<file path="src/rtl/pipe_addsub_if.sv">
// Operand/result handshake bundle for pipe_addsub.
// The master drives operands and consumes results; the slave is the adder pipeline.
interface pipe_addsub_if #(
   parameter int WIDTH = 32
);
   logic             in_valid;
   logic             in_ready;
   logic [WIDTH-1:0] in_a;
   logic [WIDTH-1:0] in_b;
   logic             in_sub;
   logic             in_sat;
   logic             out_valid;
   logic             out_ready;
   logic [WIDTH-1:0] out_sum;
   logic             out_ovf;
   logic             out_carry;

   modport master (
      output in_valid, in_a, in_b, in_sub, in_sat, out_ready,
      input  in_ready, out_valid, out_sum, out_ovf, out_carry
   );

   modport slave (
      input  in_valid, in_a, in_b, in_sub, in_sat, out_ready,
      output in_ready, out_valid, out_sum, out_ovf, out_carry
   );
endinterface

</file>
<file path="src/rtl/pipe_addsub.sv">
// Pipelined add/subtract with a segmented carry chain: slice k of the sum is
// resolved in stage k, with elastic valid/ready slot advance and optional saturation.
module pipe_addsub_stage #(
   parameter int WIDTH  = 32,
   parameter int STAGES = 2,
   parameter int K      = 0
) (
   input  logic             clk,
   input  logic             rst_n,
   input  logic             ld_i,
   input  logic             vld_i,
   input  logic [WIDTH-1:0] a_i,
   input  logic [WIDTH-1:0] b_i,
   input  logic [WIDTH-1:0] res_i,
   input  logic             cy_i,
   input  logic             sat_i,
   output logic             vld_o,
   output logic [WIDTH-1:0] a_o,
   output logic [WIDTH-1:0] b_o,
   output logic [WIDTH-1:0] res_o,
   output logic             cy_o,
   output logic             sat_o,
   output logic             ovf_o
);
   localparam int SW   = WIDTH / STAGES;
   localparam bit LAST = (K == STAGES - 1);

   logic [SW:0]      slice;
   logic [WIDTH-1:0] res_d;
   logic             cy_d;
   logic             ovf_d;

   logic             vld_q;
   logic [WIDTH-1:0] a_q;
   logic [WIDTH-1:0] b_q;
   logic [WIDTH-1:0] res_q;
   logic             cy_q;
   logic             sat_q;
   logic             ovf_q;

   // Slices above K are still zero in res_i, so OR-ing the new slice in is enough.
   always_comb begin
      slice = {1'b0, a_i[K*SW +: SW]} + {1'b0, b_i[K*SW +: SW]} + {{SW{1'b0}}, cy_i};
      res_d = res_i | (WIDTH'(slice[SW-1:0]) << (K*SW));
      cy_d  = slice[SW];
      ovf_d = 1'b0;
      if (LAST) begin
         ovf_d = (a_i[WIDTH-1] == b_i[WIDTH-1]) && (res_d[WIDTH-1] != a_i[WIDTH-1]);
         if (sat_i && ovf_d)
            res_d = a_i[WIDTH-1] ? {1'b1, {(WIDTH-1){1'b0}}} : {1'b0, {(WIDTH-1){1'b1}}};
      end
   end

   always_ff @(posedge clk or negedge rst_n) begin
      if (!rst_n) begin
         vld_q <= 1'b0;
         a_q   <= '0;
         b_q   <= '0;
         res_q <= '0;
         cy_q  <= 1'b0;
         sat_q <= 1'b0;
         ovf_q <= 1'b0;
      end else if (ld_i) begin
         vld_q <= vld_i;
         if (vld_i) begin
            a_q   <= a_i;
            b_q   <= b_i;
            res_q <= res_d;
            cy_q  <= cy_d;
            sat_q <= sat_i;
            ovf_q <= ovf_d;
         end
      end
   end

   assign vld_o = vld_q;
   assign a_o   = a_q;
   assign b_o   = b_q;
   assign res_o = res_q;
   assign cy_o  = cy_q;
   assign sat_o = sat_q;
   assign ovf_o = ovf_q;
endmodule

module pipe_addsub #(
   parameter int WIDTH  = 32,
   parameter int STAGES = 2
) (
   input  logic         clk,
   input  logic         rst_n,
   pipe_addsub_if.slave bus
);
   // Index 0 is the input side; index k+1 is the register output of stage k.
   logic [STAGES:0]            vld_w;
   logic [STAGES:0]            cy_w;
   logic [STAGES:0]            sat_w;
   logic [STAGES:0]            rdy;
   logic [STAGES:0][WIDTH-1:0] a_w;
   logic [STAGES:0][WIDTH-1:0] b_w;
   logic [STAGES:0][WIDTH-1:0] res_w;
   logic [STAGES-1:0]          ovf_w;
   logic                       unused_tail;

   // Subtract is A + ~B + 1: invert B up front and feed the +1 as carry-in.
   assign vld_w[0] = bus.in_valid;
   assign a_w[0]   = bus.in_a;
   assign b_w[0]   = bus.in_sub ? ~bus.in_b : bus.in_b;
   assign res_w[0] = '0;
   assign cy_w[0]  = bus.in_sub;
   assign sat_w[0] = bus.in_sat;

   // rdy[k] is the load enable of stage k; an empty stage always loads.
   always_comb begin
      rdy         = '0;
      rdy[STAGES] = bus.out_ready;
      for (int k = STAGES - 1; k >= 0; k--)
         rdy[k] = !vld_w[k+1] || rdy[k+1];
   end

   for (genvar k = 0; k < STAGES; k++) begin : g_stage
      pipe_addsub_stage #(
         .WIDTH  (WIDTH),
         .STAGES (STAGES),
         .K      (k)
      ) u_stage (
         .clk   (clk),
         .rst_n (rst_n),
         .ld_i  (rdy[k]),
         .vld_i (vld_w[k]),
         .a_i   (a_w[k]),
         .b_i   (b_w[k]),
         .res_i (res_w[k]),
         .cy_i  (cy_w[k]),
         .sat_i (sat_w[k]),
         .vld_o (vld_w[k+1]),
         .a_o   (a_w[k+1]),
         .b_o   (b_w[k+1]),
         .res_o (res_w[k+1]),
         .cy_o  (cy_w[k+1]),
         .sat_o (sat_w[k+1]),
         .ovf_o (ovf_w[k])
      );
   end

   assign bus.in_ready  = rdy[0];
   assign bus.out_valid = vld_w[STAGES];
   assign bus.out_sum   = res_w[STAGES];
   assign bus.out_carry = cy_w[STAGES];
   assign bus.out_ovf   = ovf_w[STAGES-1];

   assign unused_tail = ^{a_w[STAGES], b_w[STAGES], sat_w[STAGES], ovf_w};
endmodule
</file>
<file path="src/flat_wrapper.sv">
// flat-port wrapper written by rule: the top's interface ports become plain ports
module pipe_addsub_flat 
#(
   parameter int WIDTH  = 32,
   parameter int STAGES = 2
)
  (clk, rst_n, bus_in_valid, bus_in_a, bus_in_b, bus_in_sub, bus_in_sat, bus_out_ready, bus_in_ready, bus_out_valid, bus_out_sum, bus_out_ovf, bus_out_carry);
  pipe_addsub_if #(.WIDTH(WIDTH)) bus_i ();
  input  logic clk;
  input  logic rst_n;
  input wire logic [$bits(bus_i.in_valid)-1:0] bus_in_valid;
  input wire logic [$bits(bus_i.in_a)-1:0] bus_in_a;
  input wire logic [$bits(bus_i.in_b)-1:0] bus_in_b;
  input wire logic [$bits(bus_i.in_sub)-1:0] bus_in_sub;
  input wire logic [$bits(bus_i.in_sat)-1:0] bus_in_sat;
  input wire logic [$bits(bus_i.out_ready)-1:0] bus_out_ready;
  output wire logic [$bits(bus_i.in_ready)-1:0] bus_in_ready;
  output wire logic [$bits(bus_i.out_valid)-1:0] bus_out_valid;
  output wire logic [$bits(bus_i.out_sum)-1:0] bus_out_sum;
  output wire logic [$bits(bus_i.out_ovf)-1:0] bus_out_ovf;
  output wire logic [$bits(bus_i.out_carry)-1:0] bus_out_carry;
  assign bus_i.in_valid = bus_in_valid;
  assign bus_i.in_a = bus_in_a;
  assign bus_i.in_b = bus_in_b;
  assign bus_i.in_sub = bus_in_sub;
  assign bus_i.in_sat = bus_in_sat;
  assign bus_i.out_ready = bus_out_ready;
  assign bus_in_ready = bus_i.in_ready;
  assign bus_out_valid = bus_i.out_valid;
  assign bus_out_sum = bus_i.out_sum;
  assign bus_out_ovf = bus_i.out_ovf;
  assign bus_out_carry = bus_i.out_carry;
  pipe_addsub #(.WIDTH(WIDTH), .STAGES(STAGES)) u_core (.clk(clk), .rst_n(rst_n), .bus(bus_i));
endmodule
</file>
<file path="config.mk">
export PLATFORM = sky130hd
export DESIGN_NAME = pipe_addsub_flat
export DESIGN_NICKNAME = d
export VERILOG_FILES = /design/src/rtl/pipe_addsub_if.sv /design/src/rtl/pipe_addsub.sv /design/src/flat_wrapper.sv
export SDC_FILE = /design/constraint.sdc
export NUM_CORES = 1
export LEC_CHECK = 0
export ABC_AREA = 1
export CAP_MARGIN = 20
export CORE_MARGIN = 4
export CORE_UTILIZATION = 50
export CTS_CLUSTER_SIZE = 30
export DETAILED_ROUTE_END_ITERATION = 16
export PLACE_DENSITY = 0.78
export RECOVER_POWER = 100
export SLEW_MARGIN = 20
export SYNTH_ARGS = -nofsm -noshare
export SYNTH_HDL_FRONTEND = slang
export SYNTH_HIERARCHICAL = 1
export SYNTH_SLANG_ARGS = --single-unit
</file>
<file path="constraint.sdc">
create_clock -name clk -period 2.3 [get_ports clk]
set_clock_uncertainty 0.05 [all_clocks]
set_input_delay 0.69 -clock clk [delete_from_list [all_inputs] [get_ports clk]]
set_output_delay 0.69 -clock clk [all_outputs]
set_load 0.01 [all_outputs]
</file>
==> run summary <==
I/O pin cnt -> 106
die area -> 15500 µm²
TritonRoute pass-1 iters -> 5
Avg WL per Cell -> 12.5 µm
Flop pwr share -> 36.0%
worst min path class -> in -> async
Initial Util -> 51.2%
crit end category -> flop
Initial DRC Count -> 361
Setup Crit Path Kind -> in -> reg
final std cells w/o fill -> 1292
H-tree depth -> 3
Slew @ Worst Pin -> 0.993 ns
Tot Pwr -> 6.80 mW
clock power share -> 21.3%
crit path time final -> 2.26 ns
Die H -> 124 µm
internal power -> 4.39 mW
Reg clk slew, reported paths -> 0.07 ns
Pwr Density -> 756 nW/µm²
Post-Syn Area -> 6780 µm²
fraction of the cycle the final worst path needs -> 98.3%
Num CTS Buffers -> 9
DP HPWL -> 12000 µm
CTS tree -> done
Congestion Overflow GR -> 0
CP max-delay cell -> fa_2
WL final -> 16100 µm
net switching power -> 2.41 mW
Switching Fraction -> 35.4%
warnings from Yosys -> 6
Cells after DPL -> 1266
DRC -> 0
via count -> 6027
first-pass GRT wire length -> 26200 µm
vias in the first global route -> 5688
setup_tns -> 0 ns
Post-Syn Instances -> 955
Bufs and invs on worst path -> 3
DP Worst Slack -> -0.766 ns
Die X -> 124 µm
IO buf count -> 105
Pleak -> 4.70 nW
worst setup slack after layout -> 0.0389 ns
Slew Viols, Final -> 0
Worst Path Required -> 2.48 ns
setup violators final -> 0
number of nets in the layout -> 1215
ordered cell list for the critical path -> clkbuf_4 > buf_6 > fa_2 > fa_2 > nand2_2 > nand2_2 > and2_4 > nand2_2 > nand2_1 > nand2_1 > nand2_1 > o22ai_1 > inv_1
Worst slew margin -> 33.8%
core area -> 13200 µm²
Layout area overhead -> 32.7%
diode count -> 0
ratio of cells with drive above 1 in the final layout -> 20.4%
GPL Wtd Cong -> 0.909
Fin. Hold Viols -> 0
status -> complete, no violations
CP Max Fanout -> 7
worst-skew pair later-pin latency -> 0.35 ns
Critical Path Start Type -> primary input
CTS sink count -> 102
largest net degree at the start of global routing -> 40
Max Cap Viol -> 0
CP Data Arrival Time -> 2.45 ns
Max Buffers Root-to-Sink -> 2
Worst path max stage delay -> 0.41 ns
GR Util All Layers -> 20.2%
Avg Inst Size Synth -> 7.10 µm²
DRT antenna net count -> 0
FP Rows -> 42
Crit path max-delay family -> adder cells
number of vias per cell -> 4.66
initial antenna violation count -> 0
Worst IR Drop VDD -> 0.000421 V
root buffer cell -> clkbuf_16
fmax -> 0.442 GHz
Logic pwr share -> 42.6%
## routing by layer
| metal | GRT usage (%) | up-vias | share of wire [%] | wire length (µm) |
|---|---|---|---|---|
| li1 | - | 3199 | - | - |
| met1 | 29.1 | 2681 | 49 | 7910 |
| met2 | 31.7 | 131 | 45 | 7290 |
| met3 | 3.64 | 16 | 4.3 | 686 |
| met4 | 4.96 | 0 | 1.3 | 212 |
| met5 | 0 | - | 0 | 0 |
## cell usage in the layout (no fill, tap or decap), types with 20 or more instances in the layout
cell / instances
inv_1: 109
nor2_1: 74
a21oi_2: 41
nand2_2: 50
clkdlybuf4s50_1: 95
dfrtp_1: 102
nand3_1: 20
conb_1: 32
nand2_1: 369
buf_4: 35
## registers in the layout, summed over array words and instances (netlist names)
signal,count
u_core/g_stage.u_stage/res_o,64
u_core/g_stage.u_stage/a_o,16
u_core/g_stage.u_stage/b_o,16
u_core/g_stage.u_stage/cy_o,2
u_core/g_stage.u_stage/vld_o,2
u_core/g_stage.u_stage/sat_o,1
u_core/g_stage.u_stage/ovf_o,1
## area by class of cell
| cell class | instances | area (µm²) |
|---|---|---|
| Tap cell | 176 | 220 |
| Sequential cell | 102 | 2550 |
| Clock inverter | 4 | 30.0 |
| Inverter | 122 | 468 |
| Fill cell | 1098 | 4250 |
| Clock buffer | 12 | 256 |
| Multi-Input combinational cell | 721 | 3960 |
| Timing Repair Buffer | 155 | 1500 |
## path summary, 6_finish.rpt
path	start	endpoint	slack, ns	cells after the start
worst min register to register	u_core/g_stage[0].u_stage/res_o[30]$_DFFE_PN0P_	u_core/g_stage[0].u_stage/res_o[30]$_DFFE_PN0P_	0.43	2
worst max register to register	u_core/g_stage[0].u_stage/b_o[25]$_DFFE_PN0P_	u_core/g_stage[1].u_stage/res_o[15]$_DFFE_PN0P_	0.08	14
worst min-delay path	rst_n	u_core/g_stage[0].u_stage/a_o[27]$_DFFE_PN0P_	0.35	1
max in group asynchronous	rst_n	u_core/g_stage[1].u_stage/res_o[8]$_DFFE_PN0P_	0.41	2
min in group clk	u_core/g_stage[0].u_stage/res_o[30]$_DFFE_PN0P_	u_core/g_stage[0].u_stage/res_o[30]$_DFFE_PN0P_	0.43	2
worst max-delay path	bus_in_sub	u_core/g_stage[0].u_stage/res_o[8]$_DFFE_PN0P_	0.04	13
## per-stage QoR
stage	cell area [µm²]	utilization, %	hold slack, ns
after CTS	8600	64.9	0.235
after global placement	8300	62.7	0.406
after global routing	8990	67.9	0.408
after floorplan	6920	-	0.344
after detailed placement	8300	62.7	0.409
final	8990	67.9	0.347
## power by group through the flow
stage | clock network [mW] | registers [mW] | logic (mW)
final | 1.45 | 2.45 | 2.90
after global routing | 1.55 | 2.50 | 3.19
after detailed placement | 0 | 2.46 | 2.68
after global placement | 0 | 2.44 | 2.63
after floorplan | 0 | 2.51 | 1.52
after CTS | 1.47 | 2.43 | 2.70
## worst reg2reg max path: stages, from the launching register on
cell     delay [ns]
dfrtp_1        0.42
ha_1           0.31
nand2_1        0.09
inv_2          0.05
nand2_1        0.06
nand2_1        0.07
a21oi_2        0.20
nand2_2        0.08
nand2_2        0.08
nand2_2        0.07
nand2_2        0.09
nand4_4        0.15
buf_12         0.19
nand2_1        0.11
a21oi_2        0.08
## what timing repair did
| action | in CTS | in global routing |
|---|---|---|
| pin swaps | 3 | 11 |
| endpoints found under the setup margin | 17 | 45 |
| cloned | 0 | 2 |
| buffers inserted | 0 | 8 |
| resized for setup | 15 | 66 |
| hold buffers | 0 | 0 |
No activity file was read; power rests on OpenSTA's default activity.
